==> src/rtl/cross_bar_req_alloc_if.sv <==
// Channel-side request, bank-side request and credit-return bundle
// for the cross bar read-request allocator.
interface cross_bar_req_alloc_if #(
    parameter int AW = 32
);
    logic          ch_req_valid_i;
    logic          ch_req_ready_o;
    logic [AW-1:0] ch_req_addr_i;

    logic [3:0]    xbar_req_valid_o;
    logic [3:0]    xbar_req_ready_i;
    logic [AW-1:0] xbar_req_addr_o;
    logic [1:0]    xbar_req_ch_id_o;
    logic [2:0]    xbar_req_rob_num_o;

    logic          kickoff_o;
    logic [1:0]    kickoff_bank_id_o;

    logic [3:0]    bank_spw_buffer_pop_i;
    logic          err_o;

    modport master (
        output ch_req_valid_i,
        input  ch_req_ready_o,
        output ch_req_addr_i,
        input  xbar_req_valid_o,
        output xbar_req_ready_i,
        input  xbar_req_addr_o,
        input  xbar_req_ch_id_o,
        input  xbar_req_rob_num_o,
        input  kickoff_o,
        input  kickoff_bank_id_o,
        output bank_spw_buffer_pop_i,
        input  err_o
    );

    modport slave (
        input  ch_req_valid_i,
        output ch_req_ready_o,
        input  ch_req_addr_i,
        output xbar_req_valid_o,
        input  xbar_req_ready_i,
        output xbar_req_addr_o,
        output xbar_req_ch_id_o,
        output xbar_req_rob_num_o,
        output kickoff_o,
        output kickoff_bank_id_o,
        input  bank_spw_buffer_pop_i,
        output err_o
    );
endinterface

==> src/rtl/cross_bar_req_alloc.sv <==
// Per-channel read-request allocator: bank select, per-bank ROB slot
// allocation, credit tracking and keep-order FIFO kickoff.
module cross_bar_req_alloc #(
    parameter int CHANNEL_ID   = 0,
    parameter int AW           = 32,
    parameter int BANK_SEL_LSB = 4,
    parameter int KOF_DEPTH    = 16
) (
    input logic                   clk_i,
    input logic                   rst_n_i,
    cross_bar_req_alloc_if.slave  bus
);

    localparam int TW = $clog2(KOF_DEPTH + 1);
    localparam logic [3:0]    BANK_MAX = 4'd8;
    localparam logic [TW-1:0] TOT_MAX  = TW'(KOF_DEPTH);

    logic [3:0][3:0] bank_cnt_q, bank_cnt_d;
    logic [TW-1:0]   total_cnt_q, total_cnt_d;
    logic [3:0][2:0] alloc_ptr_q, alloc_ptr_d;

    logic            out_vld_q, out_vld_d;
    logic [1:0]      out_bank_q, out_bank_d;
    logic [AW-1:0]   out_addr_q, out_addr_d;
    logic [2:0]      out_rob_q, out_rob_d;

    logic            kick_q, kick_d;
    logic [1:0]      kick_bank_q, kick_bank_d;
    logic            err_q, err_d;

    logic [1:0]      bank;
    logic            out_free;
    logic            req_ready;
    logic            accept;
    logic [3:0]      acc_oh;
    logic [3:0]      pop;
    logic            pop_multi;
    logic [3:0]      pop_ok;
    logic            pop_err;

    assign bank = bus.ch_req_addr_i[BANK_SEL_LSB+1:BANK_SEL_LSB];
    assign pop  = bus.bank_spw_buffer_pop_i;

    // Output register may be reloaded when empty or draining this cycle
    assign out_free  = ~out_vld_q | bus.xbar_req_ready_i[out_bank_q];
    assign req_ready = out_free
                     & (bank_cnt_q[bank] != BANK_MAX)
                     & (total_cnt_q != TOT_MAX);
    assign accept    = bus.ch_req_valid_i & req_ready;
    assign acc_oh    = accept ? (4'b0001 << bank) : 4'b0000;
    assign pop_multi = (pop & (pop - 4'd1)) != 4'd0;

    always_comb begin
        pop_ok  = 4'b0000;
        pop_err = pop_multi;
        for (int b = 0; b < 4; b++) begin
            if (pop[b]) begin
                if (bank_cnt_q[b] == 4'd0) begin
                    pop_err = 1'b1;
                end else if (!pop_multi) begin
                    pop_ok[b] = 1'b1;
                end
            end
        end
    end

    always_comb begin
        bank_cnt_d  = bank_cnt_q;
        alloc_ptr_d = alloc_ptr_q;
        for (int b = 0; b < 4; b++) begin
            bank_cnt_d[b] = bank_cnt_q[b]
                          + {3'd0, acc_oh[b]}
                          - {3'd0, pop_ok[b]};
            alloc_ptr_d[b] = alloc_ptr_q[b] + {2'd0, acc_oh[b]};
        end
        total_cnt_d = total_cnt_q
                    + TW'(accept)
                    - TW'(|pop_ok);
    end

    always_comb begin
        out_vld_d   = out_vld_q;
        out_bank_d  = out_bank_q;
        out_addr_d  = out_addr_q;
        out_rob_d   = out_rob_q;
        kick_d      = accept;
        kick_bank_d = kick_bank_q;
        err_d       = err_q | pop_err;
        if (accept) begin
            out_vld_d   = 1'b1;
            out_bank_d  = bank;
            out_addr_d  = bus.ch_req_addr_i;
            out_rob_d   = alloc_ptr_q[bank];
            kick_bank_d = bank;
        end else if (out_vld_q && bus.xbar_req_ready_i[out_bank_q]) begin
            out_vld_d = 1'b0;
        end
    end

    always_ff @(posedge clk_i) begin
        if (!rst_n_i) begin
            bank_cnt_q  <= '0;
            total_cnt_q <= '0;
            alloc_ptr_q <= '0;
            out_vld_q   <= 1'b0;
            out_bank_q  <= 2'd0;
            out_addr_q  <= '0;
            out_rob_q   <= 3'd0;
            kick_q      <= 1'b0;
            kick_bank_q <= 2'd0;
            err_q       <= 1'b0;
        end else begin
            bank_cnt_q  <= bank_cnt_d;
            total_cnt_q <= total_cnt_d;
            alloc_ptr_q <= alloc_ptr_d;
            out_vld_q   <= out_vld_d;
            out_bank_q  <= out_bank_d;
            out_addr_q  <= out_addr_d;
            out_rob_q   <= out_rob_d;
            kick_q      <= kick_d;
            kick_bank_q <= kick_bank_d;
            err_q       <= err_d;
        end
    end

    assign bus.ch_req_ready_o     = req_ready;
    assign bus.xbar_req_valid_o   = out_vld_q ? (4'b0001 << out_bank_q)
                                              : 4'b0000;
    assign bus.xbar_req_addr_o    = out_addr_q;
    assign bus.xbar_req_ch_id_o   = 2'(CHANNEL_ID);
    assign bus.xbar_req_rob_num_o = out_rob_q;
    assign bus.kickoff_o          = kick_q;
    assign bus.kickoff_bank_id_o  = kick_bank_q;
    assign bus.err_o              = err_q;

endmodule

==> src/flat_wrapper.sv <==
// flat-port wrapper written by rule: the top's interface ports become plain ports
module cross_bar_req_alloc_flat 
#(
    parameter int CHANNEL_ID   = 0,
    parameter int AW           = 32,
    parameter int BANK_SEL_LSB = 4,
    parameter int KOF_DEPTH    = 16
)
  (clk_i, rst_n_i, bus_ch_req_valid_i, bus_ch_req_ready_o, bus_ch_req_addr_i, bus_xbar_req_valid_o, bus_xbar_req_ready_i, bus_xbar_req_addr_o, bus_xbar_req_ch_id_o, bus_xbar_req_rob_num_o, bus_kickoff_o, bus_kickoff_bank_id_o, bus_bank_spw_buffer_pop_i, bus_err_o);
  cross_bar_req_alloc_if #(.AW(AW)) bus_i ();
  input logic clk_i;
  input logic rst_n_i;
  input wire logic [$bits(bus_i.ch_req_valid_i)-1:0] bus_ch_req_valid_i;
  output wire logic [$bits(bus_i.ch_req_ready_o)-1:0] bus_ch_req_ready_o;
  input wire logic [$bits(bus_i.ch_req_addr_i)-1:0] bus_ch_req_addr_i;
  output wire logic [$bits(bus_i.xbar_req_valid_o)-1:0] bus_xbar_req_valid_o;
  input wire logic [$bits(bus_i.xbar_req_ready_i)-1:0] bus_xbar_req_ready_i;
  output wire logic [$bits(bus_i.xbar_req_addr_o)-1:0] bus_xbar_req_addr_o;
  output wire logic [$bits(bus_i.xbar_req_ch_id_o)-1:0] bus_xbar_req_ch_id_o;
  output wire logic [$bits(bus_i.xbar_req_rob_num_o)-1:0] bus_xbar_req_rob_num_o;
  output wire logic [$bits(bus_i.kickoff_o)-1:0] bus_kickoff_o;
  output wire logic [$bits(bus_i.kickoff_bank_id_o)-1:0] bus_kickoff_bank_id_o;
  input wire logic [$bits(bus_i.bank_spw_buffer_pop_i)-1:0] bus_bank_spw_buffer_pop_i;
  output wire logic [$bits(bus_i.err_o)-1:0] bus_err_o;
  assign bus_i.ch_req_valid_i = bus_ch_req_valid_i;
  assign bus_ch_req_ready_o = bus_i.ch_req_ready_o;
  assign bus_i.ch_req_addr_i = bus_ch_req_addr_i;
  assign bus_xbar_req_valid_o = bus_i.xbar_req_valid_o;
  assign bus_i.xbar_req_ready_i = bus_xbar_req_ready_i;
  assign bus_xbar_req_addr_o = bus_i.xbar_req_addr_o;
  assign bus_xbar_req_ch_id_o = bus_i.xbar_req_ch_id_o;
  assign bus_xbar_req_rob_num_o = bus_i.xbar_req_rob_num_o;
  assign bus_kickoff_o = bus_i.kickoff_o;
  assign bus_kickoff_bank_id_o = bus_i.kickoff_bank_id_o;
  assign bus_i.bank_spw_buffer_pop_i = bus_bank_spw_buffer_pop_i;
  assign bus_err_o = bus_i.err_o;
  cross_bar_req_alloc #(.CHANNEL_ID(CHANNEL_ID), .AW(AW), .BANK_SEL_LSB(BANK_SEL_LSB), .KOF_DEPTH(KOF_DEPTH)) u_core (.clk_i(clk_i), .rst_n_i(rst_n_i), .bus(bus_i));
endmodule
==> config.mk <==
export PLATFORM = sky130hd
export DESIGN_NAME = cross_bar_req_alloc_flat
export DESIGN_NICKNAME = d
export VERILOG_FILES = /design/src/rtl/cross_bar_req_alloc_if.sv /design/src/rtl/cross_bar_req_alloc.sv /design/src/flat_wrapper.sv
export SDC_FILE = /design/constraint.sdc
export NUM_CORES = 1
export LEC_CHECK = 0
export CAP_MARGIN = 25
export CORE_ASPECT_RATIO = 1.2
export CORE_MARGIN = 2
export CORE_UTILIZATION = 42
export CTS_CLUSTER_SIZE = 14
export DETAILED_ROUTE_END_ITERATION = 8
export PLACE_DENSITY = 0.69
export SKIP_LAST_GASP = 1
export SYNTH_ARGS = -nofsm -noshare
export SYNTH_HDL_FRONTEND = slang
export SYNTH_SLANG_ARGS = --single-unit
==> constraint.sdc <==
create_clock -name clk_i -period 8.2 [get_ports clk_i]
set_input_delay 1.23 -clock clk_i [delete_from_list [all_inputs] [get_ports clk_i]]
set_output_delay 1.23 -clock clk_i [all_outputs]
set_load 0.01 [all_outputs]
**After elaboration in Yosys (flattened, before gate mapping)**

Index checks and enable logic that the tools add are counted.

- Add/sub/neg operators: 15
- $lt $le $gt $ge: 2
- Equality and inequality tests: 2
- Shifts and indexed selects: 2
- Muxes and demuxes: 27
- Bitwise operators: 7
- Reduce and logical (&&, ||, !) cells: 8

Operator list:

| kind | count |
|---|---|
| $mux W1 | 20 |
| $add A4 B1 Y4 | 4 |
| $logic_not A4 Y1 | 4 |
| $sub A4 B1 Y4 | 4 |
| $add A3 B1 Y3 | 4 |
| $mux W4 | 3 |
| $bmux W4 S2 | 1 |
| $shl A1 B2 Y4 const A | 2 |
| $bmux W3 S2 | 1 |
| $lt A2 B3 Y1 const B | 2 |
| $add A5 B1 Y5 | 1 |
| $ne A5 B5 Y1 const B | 1 |
| $sub A5 B1 Y5 | 1 |
| $and A4 B4 Y4 | 1 |
| $ne A4 B4 Y1 const B | 1 |
| $reduce_bool A4 Y1 | 1 |
| $reduce_or A4 Y1 | 1 |
| $sub A4 B1 Y4 const B | 1 |
| $and A1 B1 Y1 | 3 |
| $mux W3 | 1 |
| $bmux W1 S2 | 1 |
| $or A1 B1 Y1 | 2 |
| $reduce_bool A2 Y1 | 1 |
| $logic_and A1 B1 Y1 | 1 |
| $not A1 Y1 | 1 |

- Flip-flop bits (word level): 73
- Bits of input ports: 43
- Output and inout bits: 46
- Logic and storage cells: 78

**Logic depth before layout (Yosys ltp)**

Gate-level depths: netlist (run 1).

- Depth after elaboration: 12
- Depth in mapped cells: 15
- Depth with buffers taken out: 14

**Worst setup path before layout (run 1)**

No wires, ideal clock.

- Kind: input port to flip-flop
- From: input bus_ch_req_addr_i[5]
- To: register u_core.total_cnt_q[4]
- Library setup time: 0.121 ns
- Data arrival time: 3.586 ns
- Required time: 8.079 ns
- Path slack: 4.493 ns
- Cell stages on the path: 14
- Buffers on the path: 3
- Cells stage by stage: buf_6 > mux2i_1 > a211oi_2 > or4b_1 > buf_6 > inv_12 > buf_12 > ha_1 > inv_1 > fa_1 > nand2b_1 > a21oi_1 > o21ai_0 > nor3b_1

- Word-level cells in the longest chain between the ends: 8

RTL lines:

| element | line | RTL |
|---|---|---|
| start, declared | flat_wrapper.sv:15 | `input wire logic [$bits(bus_i.ch_req_addr_i)-1:0] bus_ch_req_addr_i;` |
| $bmux W4 S2 | cross_bar_req_alloc.sv:47 | `& (bank_cnt_q[bank] != BANK_MAX)` |
| $mux W4 (not written as such) | cross_bar_req_alloc.sv:47 |  |
| $ne A4 B4 Y1 | cross_bar_req_alloc.sv:47 |  |
| $and A1 B1 Y1 | cross_bar_req_alloc.sv:47 |  |
| $and A1 B1 Y1 | cross_bar_req_alloc.sv:48 | `& (total_cnt_q != TOT_MAX);` |
| $and A1 B1 Y1 | cross_bar_req_alloc.sv:49 | `assign accept = bus.ch_req_valid_i & req_ready;` |
| named net u_core.accept | cross_bar_req_alloc.sv:34 | `logic accept;` |
| $add A5 B1 Y5 | cross_bar_req_alloc.sv:77 | `+ TW'(accept)` |
| $sub A5 B1 Y5 | cross_bar_req_alloc.sv:78 | `- TW'(\|pop_ok);` |
| end signal, assigned | cross_bar_req_alloc.sv:114 | `total_cnt_q <= total_cnt_d;` |
| end, declared | cross_bar_req_alloc.sv:19 | `logic [TW-1:0] total_cnt_q, total_cnt_d;` |

The timed path passes the listed nets, and every way through them passes these cells. The select of a mux whose other input is x is not followed.
A chain may end at the register's enable or synchronous reset.

**Final worst setup path (run 1)**

- From: input bus_ch_req_addr_i[5]
- To: output bus_ch_req_ready_o

- Word-level cells in the longest chain between the ends: 5

RTL lines:

| element | line | RTL |
|---|---|---|
| $bmux W4 S2 | cross_bar_req_alloc.sv:47 |  |
| $mux W4 (not written as such) | cross_bar_req_alloc.sv:47 |  |
| $ne A4 B4 Y1 | cross_bar_req_alloc.sv:47 |  |
| $and A1 B1 Y1 | cross_bar_req_alloc.sv:47 |  |
| $and A1 B1 Y1 | cross_bar_req_alloc.sv:48 |  |
| end, declared | flat_wrapper.sv:14 | `output wire logic [$bits(bus_i.ch_req_ready_o)-1:0] bus_ch_req_ready_o;` |

Every way passes these cells. The select of a mux whose other input is x is not followed.

==> qor.log, run 1 <==
INFO  drt            initialDrtViolationCount=68
INFO  sta            final_min_period_over_clock_period=0.576
INFO  sta            timing.clock.skew=0.00923ns
INFO  sta            final_period_minus_worst_setup_slack=4.73ns
INFO  clocking       post_cts_resized=0
INFO  clocking       h_tree_level_count=3
INFO  grt            wire_length_of_the_first_global_routing_pass=12300um
INFO  drt            avgRoutedWirePerCell=12.8um
INFO  logic_synthesis number_of_enable_flip_flop_cells_after_synthesis=0
INFO  finish         filler_cell_count=765
INFO  critical_path  ff2ff_path_depth=11
INFO  logic_synthesis syn_area=3690um2
INFO  status         status=finished clean
INFO  sta            timing_hold_violations_final=0
INFO  min_path       min-delay-start=u_core.bus.xbar_req_addr_o[23]$_SDFFE_PN0N_
INFO  clocking       cts_buffers=9
INFO  clocking       worst_skew_pair.late_latency=0.34ns
INFO  min_path       hold_path_depth=2
INFO  clocking       cts.hold.buffers_added=0
INFO  grt            antenna_found_initial=0
INFO  finish         fin_cells=588
INFO  floorplanning  effective_utilization_at_floorplan=0.431
INFO  logic_synthesis netlist_top_cells_area=dfxtp_1 (38%), ha_1 (12%), mux2i_1 (9.8%), nand2_1 (7.7%), inv_1 (3.6%)
INFO  job            timing.max_cap.violations=0
INFO  drt            routed_wire_length=7520um
INFO  min_path       worst_hold_path_type=flop to flop
INFO  critical_path  cp_cell_sequence=clkdlybuf4s50_1 > mux2_2 > o211ai_1 > nor4b_1 > clkdlybuf4s50_1
INFO  drt            dr.pass1.iters=6
INFO  clocking       cts_root_cell=clkbuf_8
INFO  sta            tns=0ns
INFO  logic_synthesis synth_most_common_cell=nand2_1
INFO  sta            final-max-slew-violation-count=0
INFO  floorplanning  die_height=107um
INFO  drt            drc=0
INFO  min_path       end_point_of_the_worst_hold_path=u_core.bus.xbar_req_addr_o[23]$_SDFFE_PN0N_
INFO  grt            grt.total_usage=0.166
INFO  critical_path  arrival=3.50ns
INFO  critical_path  type_of_destination_of_the_critical_path=primary output
INFO  clocking       cts_max_path_buffers=2
INFO  critical_path  timing.setup.critical_path_class=primary input to primary output
INFO  critical_path  critical-path-max-stage-delay=0.80ns
INFO  pwr            static-leakage-power=2.04nW
INFO  floorplanning  row_count=37
INFO  grt            gr-total-overflow=0
INFO  critical_path  startpoint_type_of_the_worst_setup_path=primary input
INFO  logic_synthesis yosys-top-cells-count=nand2_1 (76), dfxtp_1 (71), mux2i_1 (36), inv_1 (35), ha_1 (34)
INFO  clocking       cts.clk_slew.worst_paths=0.07ns
INFO  placement      place_inst=572
INFO  placement      count_of_buffers_from_port_buffering=86
INFO  drt            route.vias.total=2778
INFO  critical_path  regToRegStartpoint=u_core.bus.xbar_req_addr_o[5]$_SDFFE_PN0N_
INFO  sta            timing.final.setup_violations=0
INFO  sta            max-slew-margin-rel=0.470
INFO  logic_synthesis ys_dominant_reg_cell=dfxtp_1
INFO  placement      gpl.final_weighted_congestion=0.747
INFO  logic_synthesis yosysTopAreaCell=dfxtp_1
INFO  floorplanning  die_w=89.6um
INFO  placement      post-dp-hpwl=5630um
INFO  critical_path  worst-path-max-fanout=14
INFO  floorplanning  io-pin-count=89
INFO  logic_synthesis synth-seq-area-share=0.385
INFO  sta            rsz_0062_raised_after_global_routing=no
INFO  finish         area.sequential=1420um2
INFO  logic_synthesis ys_async_sr_fraction=0
INFO  critical_path  r2r_path_end=u_core.total_cnt_q[4]$_SDFF_PN0_
INFO  finish         multi_input_area=1920um2
INFO  grt            first_global_vias=2735
INFO  floorplanning  die_area=9560um2
INFO  floorplanning  fp.coreArea=8560um2
INFO  drt            drtAntennaViolNets=0
INFO  finish         drive_gt1_frac=0.0573
INFO  logic_synthesis cells_after_synthesis=388
INFO  clocking       cts_num_sinks=71
INFO  critical_path  reg2reg_slack=4.91ns
INFO  logic_synthesis synthesis.area_per_instance=9.52um2
INFO  finish         num-nets-final=548
INFO  sta            max_slew.worst_pin.slew=0.795ns
INFO  pwr            ir_worst_vdd=0.000135V
INFO  critical_path  critical_path.most_common_cell=clkdlybuf4s50_1
INFO  sta            fmaxAchievable=212MHz
INFO  drt            via_per_inst=4.72
INFO  pwr            power.density=279nW/um2
INFO  finish         area_added_between_synthesis_and_finish=28.4%
INFO  logic_synthesis yosysWarningCount=0
INFO  logic_synthesis synth_top_area_frac=0.385
INFO  clocking       cts_setup_buffers=0
INFO  logic_synthesis synth-seq-cells=71
INFO  clocking       cts_tree=done
INFO  critical_path  worst-endpoint-required=6.97ns
INFO  grt            grt_start_max_net_pins=89
INFO  critical_path  master_of_the_slowest_instance_on_the_critical_path=clkdlybuf4s50_1
INFO  logic_synthesis yosys.cell_types.count=44
INFO  finish         num_antenna_cells=0
-- metrics by stage --
stage | hold WS [ns] | area, um2 | setup WS (ns) | total power (W) | util
finish | 0.458 | 4740 | 3.47 | 0.00132 | 0.554
global route | 0.478 | 4740 | 3.29 | 0.00143 | 0.554
CTS | 0.459 | 4740 | 3.48 | 0.00134 | 0.554
detailed placement | 0.449 | 4500 | 3.21 | 0.00101 | 0.525
global placement | 0.441 | 4500 | 3.33 | 0.000984 | 0.525
floorplan | 0.470 | 3700 | 4.49 | 0.000859 | -
-- logic make-up after synthesis --
| group | share of synthesized area |
|---|---|
| AO/OA/AOI/OAI | 0.0396 |
| XOR/XNOR | 0.0356 |
| adder cells (fa/ha/maj) | 0.145 |
| buffers and inverters | 0.0969 |
| flip-flops | 0.385 |
| multiplexers | 0.125 |
| other | 0.00102 |
| AND/OR/NAND/NOR | 0.172 |
-- placed cells by master, fill, tap and decap left out, types with 2 or more instances in the layout --
cell type,netlist,final
xor2_1,2,2
nand2_1,76,76
a21oi_1,6,6
mux4_2,3,3
clkdlybuf4s50_1,0,85
a31oi_1,2,2
nor4b_1,2,2
and3_1,5,5
bufinv_16,0,2
mux2i_1,36,36
xnor2_1,13,13
mux2_2,2,2
a21o_1,5,5
and3_2,2,2
nor2_1,25,25
clkbuf_8,1,13
nand2b_1,2,2
or4_1,2,2
o21ai_0,2,2
conb_1,1,2
inv_1,35,35
dfxtp_1,71,71
fa_1,5,5
ha_1,34,34
and2_1,16,16
or4b_1,2,2
nor3_1,4,4
-- how the worst max path moves through the flow --
stage | start | endpoint | cells after the start
after detailed placement | bus_ch_req_addr_i[5] | u_core.total_cnt_q[4]$_SDFF_PN0_ | 12
after CTS | bus_ch_req_addr_i[5] | bus_ch_req_ready_o | 5
final | bus_ch_req_addr_i[5] | bus_ch_req_ready_o | 5
after global routing | bus_ch_req_addr_i[5] | bus_ch_req_ready_o | 5
after global placement | bus_ch_req_addr_i[5] | u_core.total_cnt_q[4]$_SDFF_PN0_ | 12
after floorplan | bus_ch_req_addr_i[5] | u_core.total_cnt_q[4]$_SDFF_PN0_ | 14
-- registers in the layout (all words and copies together), names as in the netlist --
| signal | cells |
|---|---|
| u_core.total_cnt_q | 5 |
| u_core.alloc_ptr_q | 12 |
| u_core.out_vld_q | 1 |
| u_core.bus.err_o | 1 |
| u_core.bus.kickoff_o | 1 |
| u_core.bus.xbar_req_addr_o | 32 |
| u_core.bus.xbar_req_rob_num_o | 3 |
| u_core.bank_cnt_q | 16 |
-- cell type report --
type | instances | share of cell area
Timing Repair Buffer | 87 | 0.182
Inverter | 37 | 0.0319
Multi-Input combinational cell | 260 | 0.404
Sequential cell | 71 | 0.300
Clock inverter | 2 | 0.0127
Tap cell | 117 | 0.0309
Clock buffer | 14 | 0.0385
-- power breakdown --
part           total [W]  switching (W)  leakage (nW)  internal, W
registers       0.000465      0.0000469         0.582     0.000418
logic           0.000527       0.000252          1.34     0.000275
clock network   0.000332       0.000127         0.123     0.000205
-- worst max-delay path: cells and delay by family --
family	cells	cell delay (ns)
buffers and inverters	2	1.41
multiplexers	1	0.40
AND/OR/NAND/NOR	1	0.34
AO/OA/AOI/OAI	1	0.10
-- routing by layer --
metal,track usage,vias to the layer above,share of wire
met5,0,-,0
met4,0.0544,0,0.013
met3,0.0454,6,0.077
met2,0.285,85,0.49
met1,0.195,1274,0.42
li1,-,1413,-
No activity file was read; power rests on OpenSTA's default activity.
==> inputs of run 2 (changes only) <==
PLACE_DENSITY = 0.72   (was 0.69)
clock period = 4.1 ns   (was 8.2 ns; I/O delays follow)
==> run 2 against run 1 <==
Effect of this change:
- critical path depth rose by 9
- worst setup slack got worse by 2.9 ns
- clock-buffer cell count decreased by 1
- clock power grew 54%
- die area unchanged
- first-iteration DRC count fell by 19%
- final area shrank 0.77%
- register-to-register slack lost 3.8 ns
- wire length up 1.2%
- largest cell class unchanged
==> qor.log, run 2 (synthesized netlist as in run 1, its figures left out) <==
INFO  pwr            static-leakage-power=2.03nW [-0.70%]
INFO  job            timing.max_cap.violations=0 [unchanged]
INFO  clocking       h_tree_level_count=3 [unchanged]
INFO  floorplanning  die_height=107um [unchanged]
INFO  sta            final_period_minus_worst_setup_slack=3.51ns
INFO  grt            wire_length_of_the_first_global_routing_pass=12500um [+2.2%]
INFO  floorplanning  row_count=37 [unchanged]
INFO  pwr            power.density=533nW/um2 [+91%]
INFO  clocking       cts_max_path_buffers=2 [unchanged]
INFO  grt            antenna_found_initial=0 [unchanged]
INFO  critical_path  master_of_the_slowest_instance_on_the_critical_path=or4_1
INFO  finish         filler_cell_count=784 [+2.5%]
INFO  finish         area_added_between_synthesis_and_finish=27.4%
INFO  grt            gr-total-overflow=0 [unchanged]
INFO  sta            timing.clock.skew=0.00722ns [-0.00201 ns]
INFO  clocking       post_cts_resized=0 [unchanged]
INFO  drt            routed_wire_length=7610um [+1.2%]
INFO  finish         most-common-layout-cells=clkdlybuf4s50_1 (85), nand2_1 (76), dfxtp_1 (71)
INFO  drt            drtAntennaViolNets=0 [unchanged]
INFO  critical_path  critical-path-max-stage-delay=0.55ns [-0.25 ns]
INFO  finish         drive_gt1_frac=0.0632 [+0.00583]
INFO  finish         mostFrequentLayoutCell=clkdlybuf4s50_1
INFO  clocking       cts_root_cell=clkbuf_8
INFO  grt            grt_use_met2=0.282 [-0.00368]
INFO  sta            max-slew-margin-rel=0.479 [+0.00873]
INFO  sta            final-max-slew-violation-count=0 [unchanged]
INFO  pwr            ir_worst_vdd=0.000265V [+96%]
INFO  floorplanning  fp.coreArea=8560um2 [unchanged]
INFO  clocking       worst_skew_pair.late_latency=0.35ns [about the same]
INFO  clocking       cts.hold.buffers_added=0 [unchanged]
INFO  placement      post-dp-hpwl=5530um [-1.8%]
INFO  finish         num-nets-final=552 [+0.73%]
INFO  floorplanning  effective_utilization_at_floorplan=0.431 [unchanged]
INFO  sta            timing.final.setup_violations=0 [unchanged]
INFO  sta            final_min_period_over_clock_period=0.857
INFO  floorplanning  die_w=89.6um [unchanged]
INFO  sta            timing.final.ws_setup=0.588ns [-2.89 ns]
INFO  clocking       cts_num_sinks=71 [unchanged]
INFO  placement      count_of_buffers_from_port_buffering=86 [unchanged]
INFO  clocking       cts_tree=done
INFO  drt            dr.pass1.iters=4 [-2]
INFO  drt            via_per_inst=4.76 [+0.65%]
INFO  floorplanning  die_area=9560um2 [unchanged]
INFO  critical_path  timing.setup.critical_path_class=primary input to flop
INFO  sta            timing_hold_violations_final=0 [unchanged]
INFO  sta            rsz_0062_raised_after_global_routing=no
INFO  grt            first_global_vias=2827 [+3.4%]
INFO  min_path       worst_hold_path_type=flop to flop
INFO  grt            grt.total_usage=0.169 [+0.00301]
INFO  placement      preCtsSetupSlack=0.225ns [-2.99 ns]
INFO  sta            fmaxAchievable=285MHz
INFO  critical_path  arrival=3.73ns [+0.23 ns]
INFO  drt            avgRoutedWirePerCell=12.9um [+0.51%]
INFO  critical_path  worst-path-max-fanout=5 [-9]
INFO  drt            initialDrtViolationCount=55 [-19%]
INFO  finish         largest_reg_flops=32 [unchanged]
INFO  placement      gpl.final_weighted_congestion=0.847 [+13%]
INFO  grt            grt_start_max_net_pins=88 [-1.1%]
INFO  grt            grtUsageMet3=0.0423 [-0.00308]
INFO  clocking       cts.clk_slew.worst_paths=0.07ns [about the same]
INFO  critical_path  startpoint_type_of_the_worst_setup_path=primary input
INFO  drt            route.vias.total=2815 [+1.3%]
INFO  sta            tns=0ns [unchanged]
INFO  finish         finish.utilization=0.550 [-0.00424]
INFO  sta            max_slew.worst_pin.slew=0.781ns [-0.0131 ns]
INFO  status         status=finished clean
INFO  critical_path  worst-endpoint-required=4.32ns [-2.65 ns]
INFO  finish         num_antenna_cells=0 [unchanged]
INFO  clocking       cts_buffers=9 [unchanged]
INFO  floorplanning  io-pin-count=89 [unchanged]
INFO  grt            top_usage_layer=met2
INFO  drt            drc=0 [unchanged]
INFO  clocking       cts_setup_buffers=0 [unchanged]
INFO  critical_path  type_of_destination_of_the_critical_path=flop
INFO  critical_path  cp_cell_sequence=clkdlybuf4s50_1 > maj3_1 > o21ai_0 > and3_1 > or4_1 > ha_1 > inv_1 > ha_1 > inv_1 > fa_1 > nand2b_1 > a21oi_1 > o21ai_0 > nor3b_1
INFO  grt            grtUsageMet1=0.199 [+0.00447]
[run 2: changes by cell type in the layout (fill, tap and decap cells not counted)]
cell        delta
bufinv_16      -2
buf_4          +4
clkbuf_8       -2
clkbuf_1       +1
clkinvlp_4     +1
clkinv_2       +2
[run 2: path summary, 6_finish.rpt]
path / start / end / slack [ns] / cells after the start
max reg2reg: u_core.bank_cnt_q[10]$_SDFF_PN0_ / u_core.total_cnt_q[4]$_SDFF_PN0_ / 1.07 / 14
min reg2reg: u_core.bus.xbar_req_addr_o[22]$_SDFFE_PN0N_ / u_core.bus.xbar_req_addr_o[22]$_SDFFE_PN0N_ / 0.46 / 2
min: u_core.bus.xbar_req_addr_o[22]$_SDFFE_PN0N_ / u_core.bus.xbar_req_addr_o[22]$_SDFFE_PN0N_ / 0.46 / 2
max: bus_bank_spw_buffer_pop_i[3] / u_core.total_cnt_q[4]$_SDFF_PN0_ / 0.59 / 14
[run 2: critical path: cells and delay by family]
| family | cells | cell delay, ns |
|---|---|---|
| AND/OR/NAND/NOR | 4 | 1.07 |
| buffers and inverters | 3 | 0.63 |
| adder cells (fa/ha/maj) | 4 | 1.02 |
| AO/OA/AOI/OAI | 3 | 0.38 |
[run 2: area by class of cell]
cell class	instances	area, um2	area share
Clock buffer	13	159	0.0338
Clock inverter	3	17.5	0.00372
Inverter	37	151	0.0322
Multi-Input combinational cell	260	1920	0.407
Sequential cell	71	1420	0.302
Tap cell	117	146	0.0311
Timing Repair Buffer	91	893	0.190
[run 2: per-stage QoR]
step,instances,total power (W),cell area (um2),hold WS [ns]
6_report,592,0.00251,4710,0.456
5_1_grt,592,0.00272,4710,0.482
4_1_cts,592,0.00255,4710,0.460
3_5_place_dp,576,0.00202,4530,0.449
3_3_place_gp,576,0.00198,4530,0.442
2_1_floorplan,389,0.00172,3700,0.470
[run 2: metal layers]
metal | routed length (um) | part of all wire | up-vias
met2 | 3580 | 0.47 | 84
li1 | - | - | 1419
met4 | 149 | 0.020 | 0
met1 | 3330 | 0.44 | 1300
met5 | 0 | 0 | -
met3 | 552 | 0.073 | 12
[run 2: where the power goes]
part | switching [W] | internal (W) | total (W)
logic | 0.000507 | 0.000563 | 0.00107
clock network | 0.000261 | 0.000251 | 0.000512
registers | 0.0000920 | 0.000835 | 0.000927
==> inputs of run 3 (changes only) <==
HOLD_SLACK_MARGIN = 0.15   (was not set)
PLACE_DENSITY = not set   (was 0.72)
PLACE_DENSITY_LB_ADDON = 0.2   (was not set)
==> run 3 against run 2 <==
Effect of this change:
- flip-flop and latch count unchanged
- clock-buffer cell count shrank 4
- clock skew is 0.0060 ns higher
- sequential power is essentially flat
- largest cell class unchanged
- highest routed layer unchanged
==> qor.log, run 3 (synthesized netlist as in run 1, its figures left out) <==
INFO  critical_path  worst-endpoint-required=4.32ns [about the same]
INFO  finish         drive_gt1_frac=0.0693 [+0.00617]
INFO  pwr            p_clk_frac=0.218 [+0.014]
INFO  floorplanning  fp.coreArea=8560um2 [unchanged]
INFO  critical_path  critPathTopFamily=simple AND/OR/NAND/NOR gates
INFO  floorplanning  die_area=9560um2 [unchanged]
INFO  floorplanning  effective_utilization_at_floorplan=0.431 [unchanged]
INFO  clocking       cts_setup_buffers=0 [unchanged]
INFO  critical_path  worstPathBufferInverterCount=3 [unchanged]
INFO  sta            final_min_period_over_clock_period=0.865 [+0.00810]
INFO  grt            first_global_vias=2771 [-2.0%]
INFO  critical_path  startpoint_type_of_the_worst_setup_path=primary input
INFO  clocking       cts_buffers=9 [unchanged]
INFO  grt            grt.total_usage=0.165 [-0.00309]
INFO  clocking       cts_num_sinks=71 [unchanged]
INFO  pwr            p_sw_frac=0.341 [-0.00102]
INFO  pwr            power.density=540nW/um2 [+1.2%]
INFO  sta            max_slew.worst_pin.slew=0.772ns [-0.00893 ns]
INFO  drt            drc=0 [unchanged]
INFO  drt            avgRoutedWirePerCell=12.6um [-1.8%]
INFO  pwr            static-leakage-power=2.04nW [+0.34%]
INFO  critical_path  cp_cell_sequence=clkdlybuf4s50_1 > maj3_1 > o21ai_0 > and3_1 > or4_1 > ha_1 > inv_1 > ha_1 > inv_1 > fa_1 > nand2b_1 > a21oi_1 > o21ai_0 > nor3b_1
INFO  clocking       cts.hold.buffers_added=0 [unchanged]
INFO  critical_path  timing.setup.critical_path_class=primary input to flop
INFO  pwr            p_int=0.00168W [+2.0%]
INFO  floorplanning  io-pin-count=89 [unchanged]
INFO  clocking       post_cts_resized=0 [unchanged]
INFO  finish         mostFrequentLayoutCell=clkdlybuf4s50_1
INFO  sta            final_period_minus_worst_setup_slack=3.55ns [+0.0332 ns]
INFO  sta            tns=0ns [unchanged]
INFO  grt            wire_length_of_the_first_global_routing_pass=12400um [-1.1%]
INFO  critical_path  worst-path-max-fanout=5 [unchanged]
INFO  clocking       cts.clk_slew.worst_paths=0.08ns [about the same]
INFO  status         status=finished clean
INFO  min_path       worst_hold_path_type=flop to flop
INFO  sta            max-slew-margin-rel=0.485 [+0.00596]
INFO  floorplanning  die_height=107um [unchanged]
INFO  sta            timing.clock.skew=0.0132ns [+0.00595 ns]
INFO  clocking       cts_max_path_buffers=2 [unchanged]
INFO  floorplanning  die_w=89.6um [unchanged]
INFO  finish         num-nets-final=553 [+0.18%]
INFO  sta            final-max-slew-violation-count=0 [unchanged]
INFO  clocking       cts_tree=done
INFO  grt            antenna_found_initial=0 [unchanged]
INFO  job            timing.max_cap.violations=0 [unchanged]
INFO  floorplanning  row_count=37 [unchanged]
INFO  critical_path  type_of_destination_of_the_critical_path=flop
INFO  pwr            netSwitchingPower=0.000872W [+1.5%]
INFO  drt            via_per_inst=4.69 [-1.3%]
INFO  finish         most-common-layout-cells=clkdlybuf4s50_1 (85), nand2_1 (76), dfxtp_1 (71)
INFO  clocking       h_tree_level_count=3 [unchanged]
INFO  grt            grt_start_max_net_pins=88 [unchanged]
INFO  placement      gpl.final_weighted_congestion=0.826 [-2.5%]
INFO  clocking       cts_root_cell=clkbuf_8
INFO  sta            rsz_0062_raised_after_global_routing=no
INFO  drt            route.vias.total=2782 [-1.2%]
INFO  drt            dr.pass1.iters=4 [unchanged]
INFO  placement      count_of_buffers_from_port_buffering=86 [unchanged]
INFO  sta            fmaxAchievable=282MHz [-0.94%]
INFO  finish         area_added_between_synthesis_and_finish=28.2%
INFO  sta            timing.final.ws_setup=0.555ns [-0.0332 ns]
INFO  placement      post-dp-hpwl=5520um [-0.23%]
INFO  finish         filler_cell_count=791 [+0.89%]
INFO  finish         num_antenna_cells=0 [unchanged]
INFO  sta            timing.final.setup_violations=0 [unchanged]
INFO  pwr            power.total=0.00255W [+1.8%]
INFO  drt            drtAntennaViolNets=0 [unchanged]
INFO  sta            whs=0.457ns [+0.000411 ns]
INFO  critical_path  critical-path-max-stage-delay=0.55ns [about the same]
INFO  critical_path  master_of_the_slowest_instance_on_the_critical_path=or4_1
INFO  pwr            p_seq_frac=0.363 [-0.007]
INFO  grt            gr-total-overflow=0 [unchanged]
INFO  drt            routed_wire_length=7480um [-1.7%]
INFO  critical_path  arrival=3.77ns [+0.04 ns]
INFO  pwr            ir_worst_vdd=0.000300V [+13%]
INFO  clocking       worst_skew_pair.late_latency=0.35ns [about the same]
INFO  pwr            combinational_power_share=0.419 [-0.007]
INFO  placement      preCtsSetupSlack=0.215ns [-0.0107 ns]
INFO  drt            initialDrtViolationCount=74 [+35%]
INFO  finish         largest_reg_flops=32 [unchanged]
INFO  sta            timing_hold_violations_final=0 [unchanged]
run 3: routing by layer:
metal  global-route usage  vias up  routed length [um]
li1                     -     1425                   -
met1                0.206     1262                3460
met2                0.273       83                3450
met3               0.0370       12                 453
met4               0.0650        0                 118
met5                    0        -                   0
run 3: final cells by class:
class	instances	area, um2	share of cell area
tap	117	146	0.0309
clock buffer	9	124	0.0262
sequential	71	1420	0.300
multi-input combinational	260	1920	0.405
timing repair buffer	92	901	0.190
clock inverter	7	71.3	0.0151
inverter	37	151	0.0320
run 3: tightest hold or removal path: cells and delay by family (launching register included):
family	cells	cell delay [ns]
mux	1	0.05
simple gates	1	0.05
flops	1	0.31
run 3: path summary, 6_finish.rpt:
| path | startpoint | endpoint | slack [ns] | cells past startpoint |
|---|---|---|---|---|
| worst max-delay path | bus_bank_spw_buffer_pop_i[3] | u_core.total_cnt_q[4]$_SDFF_PN0_ | 0.55 | 14 |
| worst min-delay path | u_core.bus.xbar_req_addr_o[13]$_SDFFE_PN0N_ | u_core.bus.xbar_req_addr_o[13]$_SDFFE_PN0N_ | 0.46 | 2 |
| worst max register to register | u_core.bank_cnt_q[10]$_SDFF_PN0_ | u_core.total_cnt_q[4]$_SDFF_PN0_ | 1.09 | 14 |
| worst min register to register | u_core.bus.xbar_req_addr_o[13]$_SDFFE_PN0N_ | u_core.bus.xbar_req_addr_o[13]$_SDFFE_PN0N_ | 0.46 | 2 |
run 3: stage by stage:
step | instances | util | instance area (um2)
global route | 593 | 0.553 | 4730
global placement | 577 | 0.530 | 4540
CTS | 593 | 0.553 | 4730
finish | 593 | 0.553 | 4730
floorplan | 389 | - | 3700
detailed placement | 577 | 0.530 | 4540
run 3: power by group through the flow:
| stage | Sequential, W | Combinational, W | Clock (W) |
|---|---|---|---|
| floorplan | 0.000953 | 0.000764 | 0 |
| global placement | 0.000944 | 0.00106 | 0 |
| detailed placement | 0.000945 | 0.00108 | 0 |
| CTS | 0.000930 | 0.00109 | 0.000579 |
| global route | 0.000949 | 0.00121 | 0.000607 |
| finish | 0.000928 | 0.00107 | 0.000557 |
